===== config.mk =====
export PLATFORM = sky130hd
export DESIGN_NAME = uart_tx_arbiter_flat
export DESIGN_NICKNAME = d
export VERILOG_FILES = /design/src/rtl/uart_tx_arbiter_if.sv /design/src/rtl/uart_tx_arbiter.sv /design/src/flat_wrapper.sv
export SDC_FILE = /design/constraint.sdc
export NUM_CORES = 1
export LEC_CHECK = 0
export BUFFER_PORTS_ARGS = -buffer_cell sky130_fd_sc_hd__buf_2
export CAP_MARGIN = 40
export CORE_MARGIN = 1.5
export CORE_UTILIZATION = 50
export CTS_CLUSTER_SIZE = 25
export DETAILED_ROUTE_END_ITERATION = 10
export PLACE_DENSITY = 0.76
export SLEW_MARGIN = 40
export SYNTH_ARGS = -nofsm -noshare
export SYNTH_HDL_FRONTEND = slang
export SYNTH_SLANG_ARGS = --single-unit
export TNS_END_PERCENT = 50

===== constraint.sdc =====
create_clock -name clk_9600hz -period 2.7 [get_ports clk_9600hz]
set_input_delay 0.27 -clock clk_9600hz [delete_from_list [all_inputs] [get_ports clk_9600hz]]
set_output_delay 0.27 -clock clk_9600hz [all_outputs]
set_load 0.05 [all_outputs]

===== src/rtl/uart_tx_arbiter_if.sv =====
// Client-side bundle of the UART transmit arbiter: requests, per-requester
// handshake pulses and the transmitter drive (start pulse + data byte).
interface uart_tx_arbiter_if #(
    parameter int NUM_REQ = 4
);
    logic                 enable;
    logic [NUM_REQ-1:0]   req;
    logic [8*NUM_REQ-1:0] req_data;
    logic [NUM_REQ-1:0]   ack;
    logic [NUM_REQ-1:0]   done;
    logic                 busy;
    logic                 tx_start;
    logic [7:0]           tx_data;

    // master: the requesting clients; slave: the arbiter itself
    modport master (
        output enable, req, req_data,
        input  ack, done, busy, tx_start, tx_data
    );

    modport slave (
        input  enable, req, req_data,
        output ack, done, busy, tx_start, tx_data
    );
endinterface


===== src/rtl/uart_tx_arbiter.sv =====
// Round-robin scheduler sharing one UART byte transmitter among NUM_REQ clients.
// The transmitter has no busy/done, so each frame is timed with a cycle counter.
module uart_tx_arbiter #(
    parameter int NUM_REQ      = 4,
    parameter int FRAME_CYCLES = 11,
    parameter int GAP_CYCLES   = 1
) (
    input  logic             clk_9600hz,
    input  logic             reset,
    uart_tx_arbiter_if.slave bus
);
    localparam int PTR_W   = (NUM_REQ > 1) ? $clog2(NUM_REQ) : 1;
    localparam int CNT_MAX = (FRAME_CYCLES > GAP_CYCLES) ? FRAME_CYCLES : GAP_CYCLES;
    localparam int CNT_W   = $clog2(CNT_MAX) + 1;

    localparam logic [CNT_W-1:0] FRAME_LAST = CNT_W'(FRAME_CYCLES - 1);
    localparam logic [CNT_W-1:0] GAP_LAST   = CNT_W'((GAP_CYCLES > 0) ? GAP_CYCLES - 1 : 0);
    localparam logic [PTR_W-1:0] LAST_IDX   = PTR_W'(NUM_REQ - 1);

    typedef enum logic [1:0] {
        IDLE,
        SEND,
        GAP
    } state_t;

    state_t             state_q;
    logic [PTR_W-1:0]   ptr_q;
    logic [PTR_W-1:0]   sel_q;
    logic [CNT_W-1:0]   cnt_q;
    logic               tx_start_q;
    logic [7:0]         tx_data_q;
    logic [NUM_REQ-1:0] ack_q;
    logic [NUM_REQ-1:0] done_q;
    logic               busy_q;

    logic [7:0]         req_byte [NUM_REQ];
    logic               win_found_d;
    logic [PTR_W-1:0]   win_idx_d;
    logic [PTR_W-1:0]   ptr_d;
    logic [7:0]         win_byte_d;
    logic               frame_end;
    logic               gap_end;
    logic               slot_free;
    logic               grant;
    int                 cand;

    generate
        for (genvar gi = 0; gi < NUM_REQ; gi++) begin : g_byte
            assign req_byte[gi] = bus.req_data[8*gi +: 8];
        end
    endgenerate

    // Scan from the farthest offset back to ptr so the nearest set request wins.
    always_comb begin
        win_found_d = 1'b0;
        win_idx_d   = '0;
        cand        = 0;
        for (int i = NUM_REQ - 1; i >= 0; i--) begin
            cand = int'(ptr_q) + i;
            if (cand >= NUM_REQ) begin
                cand = cand - NUM_REQ;
            end
            if (bus.req[PTR_W'(cand)]) begin
                win_found_d = 1'b1;
                win_idx_d   = PTR_W'(cand);
            end
        end
    end

    assign ptr_d      = (win_idx_d == LAST_IDX) ? '0 : win_idx_d + PTR_W'(1);
    assign win_byte_d = req_byte[win_idx_d];

    assign frame_end = (state_q == SEND) && (cnt_q == FRAME_LAST);
    assign gap_end   = (state_q == GAP) && (cnt_q == GAP_LAST);

    // The edge that would return to IDLE may grant directly, so back-to-back
    // frames start exactly FRAME_CYCLES+GAP_CYCLES cycles apart.
    assign slot_free = (state_q == IDLE) || gap_end || (frame_end && (GAP_CYCLES == 0));
    assign grant     = slot_free && bus.enable && win_found_d;

    always_ff @(posedge clk_9600hz or negedge reset) begin
        if (!reset) begin
            state_q    <= IDLE;
            ptr_q      <= '0;
            sel_q      <= '0;
            cnt_q      <= '0;
            tx_start_q <= 1'b0;
            tx_data_q  <= 8'h00;
            ack_q      <= '0;
            done_q     <= '0;
            busy_q     <= 1'b0;
        end else begin
            tx_start_q <= 1'b0;
            ack_q      <= '0;
            done_q     <= '0;
            if (frame_end) begin
                done_q[sel_q] <= 1'b1;
            end
            if (grant) begin
                state_q           <= SEND;
                cnt_q             <= '0;
                sel_q             <= win_idx_d;
                ptr_q             <= ptr_d;
                tx_data_q         <= win_byte_d;
                tx_start_q        <= 1'b1;
                ack_q[win_idx_d]  <= 1'b1;
                busy_q            <= 1'b1;
            end else begin
                case (state_q)
                    IDLE: begin
                        cnt_q <= '0;
                    end
                    SEND: begin
                        if (frame_end) begin
                            cnt_q <= '0;
                            if (GAP_CYCLES == 0) begin
                                state_q <= IDLE;
                                busy_q  <= 1'b0;
                            end else begin
                                state_q <= GAP;
                            end
                        end else begin
                            cnt_q <= cnt_q + CNT_W'(1);
                        end
                    end
                    GAP: begin
                        if (gap_end) begin
                            cnt_q   <= '0;
                            state_q <= IDLE;
                            busy_q  <= 1'b0;
                        end else begin
                            cnt_q <= cnt_q + CNT_W'(1);
                        end
                    end
                    default: begin
                        state_q <= IDLE;
                        busy_q  <= 1'b0;
                    end
                endcase
            end
        end
    end

    assign bus.tx_start = tx_start_q;
    assign bus.tx_data  = tx_data_q;
    assign bus.ack      = ack_q;
    assign bus.done     = done_q;
    assign bus.busy     = busy_q;

endmodule


===== src/flat_wrapper.sv =====
// flat-port wrapper written by rule: the top's interface ports become plain ports
module uart_tx_arbiter_flat 
#(
    parameter int NUM_REQ      = 4,
    parameter int FRAME_CYCLES = 11,
    parameter int GAP_CYCLES   = 1
)
  (clk_9600hz, reset, bus_enable, bus_req, bus_req_data, bus_ack, bus_done, bus_busy, bus_tx_start, bus_tx_data);
  uart_tx_arbiter_if #(.NUM_REQ(NUM_REQ)) bus_i ();
  input  logic clk_9600hz;
  input  logic reset;
  input wire logic [$bits(bus_i.enable)-1:0] bus_enable;
  input wire logic [$bits(bus_i.req)-1:0] bus_req;
  input wire logic [$bits(bus_i.req_data)-1:0] bus_req_data;
  output wire logic [$bits(bus_i.ack)-1:0] bus_ack;
  output wire logic [$bits(bus_i.done)-1:0] bus_done;
  output wire logic [$bits(bus_i.busy)-1:0] bus_busy;
  output wire logic [$bits(bus_i.tx_start)-1:0] bus_tx_start;
  output wire logic [$bits(bus_i.tx_data)-1:0] bus_tx_data;
  assign bus_i.enable = bus_enable;
  assign bus_i.req = bus_req;
  assign bus_i.req_data = bus_req_data;
  assign bus_ack = bus_i.ack;
  assign bus_done = bus_i.done;
  assign bus_busy = bus_i.busy;
  assign bus_tx_start = bus_i.tx_start;
  assign bus_tx_data = bus_i.tx_data;
  uart_tx_arbiter #(.NUM_REQ(NUM_REQ), .FRAME_CYCLES(FRAME_CYCLES), .GAP_CYCLES(GAP_CYCLES)) u_core (.clk_9600hz(clk_9600hz), .reset(reset), .bus(bus_i));
endmodule

---- Yosys cells after proc, flatten, opt, wreduce, memory -nomap -nowiden ----
Cells that the tools add are included.
word-level totals
  input bits .............................. 39
  logic and storage cells ................. 99
  bits in registers ....................... 29
cells by class
  reductions and logical operators ........ 13
  $lt $le $gt $ge ......................... 13
  muxes and demuxes ....................... 46
  equal/unequal tests ..................... 8
  $add $sub $neg .......................... 9
  bitwise operators ....................... 1
operator list
  cell                   number
  $mux W2                12
  $mux W1                17
  $bmux W8 S2            1
  $lt A2 B4 Y1 const B   4
  $mux W8                2
  $mux W5                3
  $pmux W5 S3            1
  $ge A3 B3 Y1 const B   4
  $bmux W1 S2            4
  $mux W4                2
  $sub A2 B1 Y2 const B  4
  $add A2 B2 Y3 const B  2
  $logic_and A1 B1 Y1    6
  $lt A2 B3 Y1 const B   2
  $ne A3 B1 Y1 const B   2
  $pmux W2 S3            1
  $add A5 B1 Y5 const B  1
  $eq A5 B4 Y1 const B   1
  $logic_not A5 Y1       1
  $demux W1 S2           2
  $eq A2 B2 Y1 const B   2
  $ge A2 B1 Y1 const B   2
  $ne A2 B1 Y1 const B   2
  $reduce_bool A4 Y1     1
  other kinds (11)       11

---- Depth between registers and ports, before layout ----
  depth in word-level cells ............... 15
  depth in mapped cells ................... 9
  mapped depth without buffers ............ 7

---- Least setup slack after synthesis ----
OpenSTA, ideal clock, no wires.
  path kind ............................... register -> register
  start ................................... register u_core.cnt_q[0]
  end ..................................... register u_core.cnt_q[3]
  cell stages (with the launch flop) ...... 8
  path buffers ............................ 0
  arrival time ............................ 1.818 ns
  library setup time ...................... 0.133 ns
  period minus slack after synthesis ...... 1.951 ns
  setup slack ............................. 0.749 ns
  cell sequence ........................... dfrtp_1 > inv_1 > ha_1 > or4b_4 > and2_0 > o2111a_2 > a41oi_1 > a31oi_1
between the ends
  longest elaborated chain between the ends .. 6
RTL lines
  item                                                                   RTL line                source
  start, declared                                                        uart_tx_arbiter.sv:29   logic [CNT_W-1:0] cnt_q;
  start signal, assigned                                                 uart_tx_arbiter.sv:123  cnt_q <= cnt_q + CNT_W'(1);
  start signal, assigned                                                 uart_tx_arbiter.sv:132  cnt_q <= cnt_q + CNT_W'(1);
  parallel branches: the longest is 6 deep, another holds $add A5 B1 Y5  n/a
Several ways; the timed one is not identified.
A chain may end at the register's enable or synchronous reset.

---- Worst setup path in the final report ----
Same ends and word-level chain as after synthesis.

==> flow_summary.yaml <==
worst_setup_path:
  reg2regPathDepth: 7
  reg2reg_to: "u_core.cnt_q[3]"
  worst_r2r_startpoint: "u_core.cnt_q[0]"
  timing.critical_path.fanout_max: 16
  critical_path.startpoint_type: "register"
  path_class: "register to register"
  timing.critical_path.arrival_ns: 2.47
  worst-r2r-setup-slack_ns: 0.50
  cp_data_required_time_ns: 2.97
  worstSetupEndpointType: "register"
logic_synthesis:
  ys_warn_count: 0
  post-synth-top-area-fraction_pct: 43.0
  yosys.area.top_type: "dfrtp_1"
  post_synth_and_or_nand_nor_area_fraction_pct: 23.4
  synth_fp_nets: 233
  synth_fa_ha_area_share_pct: 8.16
  synth_cell_type_count: 41
  synth_area_leaders: "dfrtp_1 (43%), nand2_1 (8.7%), ha_1 (8.2%), a221oi_1 (4.2%), a211oi_1 (4.0%)"
  synth-compound-area-share_pct: 18.2
  asyncSetResetFlopFracSynth_pct: 100
  post_synthesis_sequential_element_count: 29
  synth_xor_xnor_area_share_pct: 0
  synth_area_mm2: 0.00169
  fraction_of_synthesized_area_in_multiplexers_pct: 1.34
  synth_top_family_by_area: "simple AND/OR/NAND/NOR gates"
  postSynthCellCount: 183
  synth_enable_flop_cells: 0
  synth.yosys.seq_area_share_pct: 43.0
  postSynthAreaPerCell_um2: 9.22
  synthFlopType: "dfrtp_1"
floorplanning:
  die_width_um: 61.1
  floorplan.die_area_mm2: 0.00373
  start_util_pct: 53.9
  boundaryPins: 57
  die-height_um: 61.1
  fp.coreArea_mm2: 0.00313
  placement_rows: 20
global_routing:
  gr-usage-met3_pct: 6.93
  met2_usage_pct: 30.1
  first_global_vias: 1190
  gr-usage-all-layers_pct: 21.1
  grt_busiest_layer: "met2"
  grtUsageMet1_pct: 30.1
  grt_first_pass_wirelength_um: 5630
  grt-ovfl-total: 0
  antenna_found_initial: 0
  grt_max_degree: 30
pwr:
  vdd.ir_drop.worst_uv: 486
  p_per_area_mw_per_mm2: 1030
  cellInternalPower_mw: 1.09
  power.sequential.fraction_pct: 31.6
  power.switching_mw: 1.02
  gate_power_share_pct: 53.9
  clock_power_share_pct: 14.5
  netSwitchingFraction_pct: 48.5
  power.static_leakage_nw: 1.05
drt:
  avgViaCountPerCell: 5.19
  detail_route.iter0.violations: 74
  routed_wl_per_cell_um: 12.9
  via_count: 1479
  drc: 0
  number_of_optimization_iterations_in_the_first_detailed_route_pass: 4
  drt_wl_total_um: 3670
  antenna_left: 0
clocking:
  clk-insertion-delay-late_ns: 0.34
  cts_tree: "built"
  cts_setup_buffers: 0
  clockRootBuffer: "clkbuf_4"
  clk_pin_slew_ns: 0.10
  tritoncts_num_sinks: 29
  cts-buffers-inserted: 5
  cts_repair_resize_count: 0
  cts-htree-levels: 2
  clock_path_buffers: 2
sta:
  timing.final.setup_violations: 0
  skew_ns: 0.0131
  rsz0062_at_grt: "false"
  timing.final.ws_setup_ns: 0.504
  finalCritPeriodShare_pct: 81.3
  clock.fmax_ghz: 0.455
  timing.final.hold_violations: 0
  timing.slew.headroom_pct: 56.8
  timing.setup.tns_ns: 0
  worstMarginPinSlew_ns: 0.646
  slew_viol_final: 0
  timing.final.crit_period_ns: 2.20
hold_path:
  min-delay-start: "bus_req_data[16]"
  whs_endpoint: "u_core.bus.tx_data[0]"
  hold_path_depth: 3
  worstHoldPathType: "primary input to register"
layout:
  layout.cells.most_common_list: "buf_2 (56), nand2_1 (39), dfrtp_1 (29)"
  final_design_area_no_fill_mm2: 0.00206
  antenna-diode-count: 0
  area_growth_syn_to_layout_pct: 22.3
  mostFrequentLayoutCell: "buf_2"
  layout.nets: 290
  drive_gt1_share_pct: 30.3
place:
  dp_slack_ns: 0.523
  routabilityCongestion: 0.852
  dpl_cell_area_mm2: 0.00198
  place.port_buffers: 56
  hpwl_um: 2650
run:
  timing.max_cap.violations: 0
run_status:
  outcome: "completed"
cell type report:
type	instances	area, um2
Clock buffer	7	65.1
Clock inverter	1	5.00
Fill cell	255	1070
Inverter	11	43.8
Multi-Input combinational cell	134	862
Sequential cell	29	726
Tap cell	44	55.1
Timing Repair Buffer	59	305
through the flow:
step | power [mW] | hold WS (ns) | util [%] | instances
2_1_floorplan | 1.56 | -0.0256 | - | 183
3_3_place_gp | 1.80 | 0.329 | 63.4 | 276
3_5_place_dp | 1.81 | 0.330 | 63.4 | 276
4_1_cts | 2.13 | 0.151 | 65.9 | 285
5_1_grt | 2.29 | 0.153 | 65.9 | 285
6_report | 2.11 | 0.162 | 65.9 | 285
kinds of logic (layout without fill, tap and decap cells):
| group | Yosys count | in the layout |
|---|---|---|
| muxes | 2 | 2 |
| AOI/OAI and AO/OA | 41 | 41 |
| buffers and inverters | 20 | 78 |
| adders and majority gates | 11 | 11 |
| and+or+nand+nor | 80 | 80 |
| DFF | 29 | 29 |
flip-flops by register name (all words and copies together) (netlist names):
register             flops
u_core.cnt_q             5
u_core.ptr_q             2
u_core.sel_q             2
u_core.bus.ack           4
u_core.bus.busy          1
u_core.bus.done          4
u_core.bus.tx_start      1
u_core.state_q           2
u_core.bus.tx_data       8
how the worst max path moves through the flow:
stage / startpoint / end / slack, ns / cells past startpoint
after floorplan: u_core.cnt_q[0] / u_core.cnt_q[3] / 0.75 / 7
after global placement: u_core.cnt_q[0] / u_core.cnt_q[3] / 0.60 / 7
after detailed placement: u_core.cnt_q[0] / u_core.bus.tx_data[7] / 0.52 / 8
after CTS: u_core.cnt_q[0] / u_core.bus.tx_data[7] / 0.52 / 8
after global routing: u_core.cnt_q[0] / u_core.bus.tx_data[7] / 0.29 / 8
final: u_core.cnt_q[0] / u_core.cnt_q[3] / 0.50 / 7
per-layer routing:
layer  part of all wire, %  vias up
met3                   4.6        7
met1                    49      674
met4                   1.5        0
li1                      -      763
met5                     0        -
met2                    45       35
what timing repair did:
item | CTS | global route
hold endpoints to repair | 29 | 0
setup endpoints to repair | 0 | 0
hold buffers | 1 | 0
Yosys cell counts, types with 2 or more instances:
cell type / count
inv_1: 10
buf_2: 5
ha_1: 11
and2_1: 4
clkbuf_1: 2
and3_1: 8
nand2_1: 39
a31oi_1: 3
nand3_1: 3
nor3b_1: 2
o21ai_0: 6
dfrtp_1: 29
a221oi_1: 8
a211oi_1: 9
a41oi_1: 2
buf_6: 2
nor2_1: 13
a21oi_1: 4
worst max-delay path, cell delays in order, from the launching register on:
cell      delay [ns]
dfrtp_1         0.40
inv_1           0.10
ha_1            0.21
nor4b_2         0.18
o211ai_2        0.54
o2111a_2        0.41
a41oi_1         0.13
a31oi_1         0.15
power by group through the flow:
stage          clock [mW]  combinational [mW]  sequential, mW
2_1_floorplan           0               0.600           0.964
3_3_place_gp            0                1.13           0.671
3_5_place_dp            0                1.14           0.672
4_1_cts             0.315                1.15           0.666
5_1_grt             0.333                1.27           0.688
6_report            0.306                1.14           0.669
Power figures use the tool's default switching activity.
